[src/rtl/bank_addr_xbar_pipe.sv]
// Registered N-bank address crossbar: lane map register, 2-entry output FIFO, accepted-beat counter.
// Optional XBAR_PERM_CHECK_EN rejects non-permutation maps and reports them on cfg_err.
module bank_addr_xbar_pipe #(
   parameter int N_BANK = 8,
   parameter int ADDR_W = 7,
   parameter int CNT_W  = 16
) (
   input  logic                         clk,
   input  logic                         rst_n,
   input  logic                         cfg_we,
   input  logic [N_BANK*$clog2(N_BANK)-1:0] cfg_sel,
   input  logic                         in_valid,
   output logic                         in_ready,
   input  logic [N_BANK*ADDR_W-1:0]     in_addr,
   output logic                         out_valid,
   input  logic                         out_ready,
   output logic [N_BANK*ADDR_W-1:0]     out_addr,
   output logic [CNT_W-1:0]             beat_cnt
`ifdef XBAR_PERM_CHECK_EN
   ,
   output logic                         cfg_err
`endif
);

   localparam int SEL_W = $clog2(N_BANK);
   localparam int AW    = N_BANK * ADDR_W;
   localparam int SW    = N_BANK * SEL_W;

   function automatic logic [SW-1:0] ident_map();
      logic [SW-1:0] m;
      m = '0;
      for (int i = 0; i < N_BANK; i++) m[i*SEL_W +: SEL_W] = SEL_W'(i);
      return m;
   endfunction

   localparam logic [SW-1:0] SEL_RST = ident_map();

   logic [SW-1:0]    sel_q, sel_d;
   logic [AW-1:0]    head_q, head_d;
   logic [AW-1:0]    tail_q, tail_d;
   logic [1:0]       cnt_q, cnt_d;
   logic [CNT_W-1:0] beat_cnt_q, beat_cnt_d;
   logic [AW-1:0]    routed;
   logic             push, pop, map_ok;

   assign in_ready  = (cnt_q < 2'd2);
   assign out_valid = (cnt_q != 2'd0);
   assign out_addr  = head_q;
   assign beat_cnt  = beat_cnt_q;
   assign push      = in_valid && in_ready;
   assign pop       = out_valid && out_ready;

   always_comb begin
      routed = '0;
      for (int i = 0; i < N_BANK; i++)
         routed[i*ADDR_W +: ADDR_W] = in_addr[int'(sel_q[i*SEL_W +: SEL_W])*ADDR_W +: ADDR_W];
   end

`ifdef XBAR_PERM_CHECK_EN
   logic cfg_err_q, cfg_err_d;
   logic dup;

   always_comb begin
      dup = 1'b0;
      for (int i = 0; i < N_BANK; i++)
         for (int j = i + 1; j < N_BANK; j++)
            if (cfg_sel[i*SEL_W +: SEL_W] == cfg_sel[j*SEL_W +: SEL_W]) dup = 1'b1;
   end

   assign map_ok    = !dup;
   assign cfg_err_d = cfg_we && dup;
   assign cfg_err   = cfg_err_q;

   always_ff @(posedge clk or negedge rst_n) begin
      if (!rst_n) cfg_err_q <= 1'b0;
      else        cfg_err_q <= cfg_err_d;
   end
`else
   assign map_ok = 1'b1;
`endif

   always_comb begin
      sel_d      = sel_q;
      head_d     = head_q;
      tail_d     = tail_q;
      cnt_d      = cnt_q;
      beat_cnt_d = beat_cnt_q;
      if (cfg_we && map_ok) sel_d = cfg_sel;
      if (push) beat_cnt_d = beat_cnt_q + CNT_W'(1);
      case (cnt_q)
         2'd0: begin
            if (push) begin
               head_d = routed;
               cnt_d  = 2'd1;
            end
         end
         2'd1: begin
            // Simultaneous push/pop: new beat replaces the departing head.
            case ({push, pop})
               2'b11:   head_d = routed;
               2'b10: begin
                  tail_d = routed;
                  cnt_d  = 2'd2;
               end
               2'b01:   cnt_d = 2'd0;
               default: ;
            endcase
         end
         default: begin
            if (pop) begin
               head_d = tail_q;
               cnt_d  = 2'd1;
            end
         end
      endcase
   end

   always_ff @(posedge clk or negedge rst_n) begin
      if (!rst_n) begin
         sel_q      <= SEL_RST;
         head_q     <= '0;
         tail_q     <= '0;
         cnt_q      <= 2'd0;
         beat_cnt_q <= '0;
      end else begin
         sel_q      <= sel_d;
         head_q     <= head_d;
         tail_q     <= tail_d;
         cnt_q      <= cnt_d;
         beat_cnt_q <= beat_cnt_d;
      end
   end

endmodule
[config.mk]
export PLATFORM = sky130hd
export DESIGN_NAME = bank_addr_xbar_pipe
export DESIGN_NICKNAME = d
export VERILOG_FILES = /design/src/rtl/bank_addr_xbar_pipe.sv
export SDC_FILE = /design/constraint.sdc
export NUM_CORES = 1
export LEC_CHECK = 0
export BUFFER_PORTS_ARGS = -buffer_cell sky130_fd_sc_hd__buf_2
export CORE_MARGIN = 2
export CORE_UTILIZATION = 45
export CTS_CLUSTER_SIZE = 16
export DETAILED_ROUTE_END_ITERATION = 7
export GPL_TIMING_DRIVEN = 0
export PLACE_DENSITY = 0.65
export SYNTH_ARGS = -nofsm -noshare
export SYNTH_HDL_FRONTEND = slang
export SYNTH_SLANG_ARGS = --single-unit
export TNS_END_PERCENT = 5
[constraint.sdc]
create_clock -name clk -period 3.7 [get_ports clk]
set_input_delay 0 -clock clk [delete_from_list [all_inputs] [get_ports clk]]
set_output_delay 0 -clock clk [all_outputs]
set_load 0.02 [all_outputs]
==> metrics <==
CP Data Arrival Time 2.26 ns; Synth Cell Area 10,500 um^2; skew final 0.00671 ns; Synth Warn # 0; Internal Power 4.44 mW; syn nets 1,070; Setup TNS 0 ns; register area share after synthesis 37.0%; Setup violations, final 0; Pwr Total 7.20 mW; unrepaired setup endpoints after global routing false; leakage power 5.65 nW; number of max-cap violations 0; Synth async-reset ratio 100%; CP Capture Type flip-flop; vias per inst 6.26; first-pass GRT wire length 52,200 um; largest net degree at the start of global routing 79; slowest CP cell clkbuf_1; crit-path most repeated cell clkbuf_1; Synth Register Bits 154; final WL 34,300 um; WL/cell 23.5 um; final hold vios 0; vias in the first global route 8,864; overflow left after global routing 0; nets@finish 1,248; Clk pwr share 26.0%; Power Density 580 nW/um^2; Hold Buf Count CTS 30; Longest Clk Path Bufs 2; CTS HTree Levels 4; most frequent cells in the layout mux2i_1, buf_2, dfrtp_1; die width 156 um; min-delay worst type input port to async pin; f_max 0.506 GHz; drt initial violations 892; Vias 9,133; maximum vdd ir drop 0.000302 V; Synth Instances 984; commonest non-fill, non-tap cell in the layout mux2i_1; layout cells sized above 1 22.9%; critical path class flip-flop to flip-flop; Worst Path Required 3.98 ns; DRC 0; CTS Sinks 154; antenna viol nets, final 0; sequential share of power 37.3%; relative slew slack 51.3%; row count 55; Worst Setup Start Kind flip-flop; Critical Path, Cell by Cell inv_2 -> clkbuf_1 -> clkbuf_1 -> o221ai_1; CTS clk-pin slew, worst paths 0.06 ns; Sw Pwr 2.76 mW; fin. max-slew vios 0; min Tclk post-route 1.98 ns; GPL Wtd Cong 0.971; Synth cell types 39; setup bufs post-CTS 0; Ports 159; Die ar. 24,500 um^2; initial antenna violation count 4; drt first pass iters 6; Post-synth EDFFs 0; crit-path max cell delay 0.56 ns; worst-path fanout max 10; Initial Util 46.0%; period utilization 53.4%; Core ar. 22,700 um^2; Skew-Pair Late Insertion Delay 0.44 ns; Mean Syn Cell Area 10.6 um^2; # diodes 0; Net Sw Frac 38.3%; TritonCTS Buffers 17; post-DP HPWL 24,700 um; Total GRT Usage 28.3%; CTS tree done; Logic pwr share 36.7%; port bufs 128; Synth Flop Type dfrtp_1; Layout Area Growth over Synthesis 18.7%; Slew @ Worst Pin 0.730 ns; post-CTS sizing 0; Die H 156 um; outcome completed; root buf cell clkbuf_16
[logic make-up after synthesis]
kind of cell    count (synthesis)  share of synthesized area (%)
flops                         154                           37.0
xor+xnor                       15                           1.26
mux                           307                           31.0
simple gates                  177                           7.46
buf+inv                       103                           6.16
fa+ha+maj                       1                          0.120
compound gates                227                           17.0
[worst max-delay path, delay by kind of cell, from the launching register on]
family | cells | cell delay, ns
compound gates | 1 | 0.22
buf+inv | 3 | 1.13
flops | 1 | 0.47
[cell usage after synthesis, types with 14 or more instances]
master	number	share of area [%]
mux2i_1	171	16
dfrtp_1	142	34
nand2_1	127	4.6
mux2_1	111	12
o21ai_1	57	2.7
a221o_1	53	5.1
o22ai_1	53	3.2
o221ai_1	45	3.8
clkbuf_1	36	1.3
mux2_2	25	2.7
buf_2	22	1.1
buf_4	14	1.0
[state kept, by name, indices dropped and copies added, names as in the netlist]
| signal | flops |
|---|---|
| out_addr | 56 |
| tail_q | 56 |
| sel_q | 24 |
| beat_cnt | 16 |
| cnt_q | 2 |
[final cells by class]
class,count,area (um^2)
Multi-Input combinational cell,727,5940
Tap cell,285,357
Timing Repair Buffer,159,978
Buffer,101,637
Fill cell,2011,10300
Clock buffer,20,457
Clock inverter,11,160
Inverter,2,7.51
Sequential cell,154,3870
[final timing paths]
kind	start	endpoint	slack (ns)	cells past startpoint
max	cnt_q[1]	out_addr[46]	1.72	4
min	rst_n	beat_cnt[4]	0.12	2
max reg2reg	cnt_q[1]	out_addr[46]	1.72	4
min reg2reg	beat_cnt[15]	beat_cnt[15]	0.46	1
max in group asynchronous	rst_n	sel_q[3]	2.74	3
min in group clk	in_addr[6]	tail_q[41]	0.20	4
[per-stage QoR]
stage	util, %	setup WS, ns	hold slack, ns	cells	instance area (um^2)
after CTS	54.6	1.76	0.146	1459	12400
after global placement	50.4	0.240	0.233	1397	11400
after detailed placement	50.6	1.78	0.0279	1398	11500
final	54.6	1.72	0.120	1459	12400
after floorplan	-	2.18	-0.296	984	10500
after global routing	54.6	1.66	0.169	1459	12400
[layer usage]
| layer | global-route usage (%) | share of wire, % | up-vias |
|---|---|---|---|
| met5 | 0 | 0.12 | - |
| met4 | 8.48 | 2.6 | 6 |
| met3 | 8.86 | 10 | 94 |
| met2 | 41.6 | 44 | 497 |
| met1 | 39.8 | 43 | 4424 |
| li1 | - | - | 4112 |
[power groups by stage]
stage                     sequential, mW  clock, mW  combinational [mW]
final                               2.68       1.87                2.64
after global routing                2.76       1.96                2.86
after CTS                           2.68       1.89                2.62
after detailed placement            2.71          0                2.58
after global placement              2.68          0                2.53
after floorplan                     2.93          0                1.46
Power figures use the tool's default switching activity.
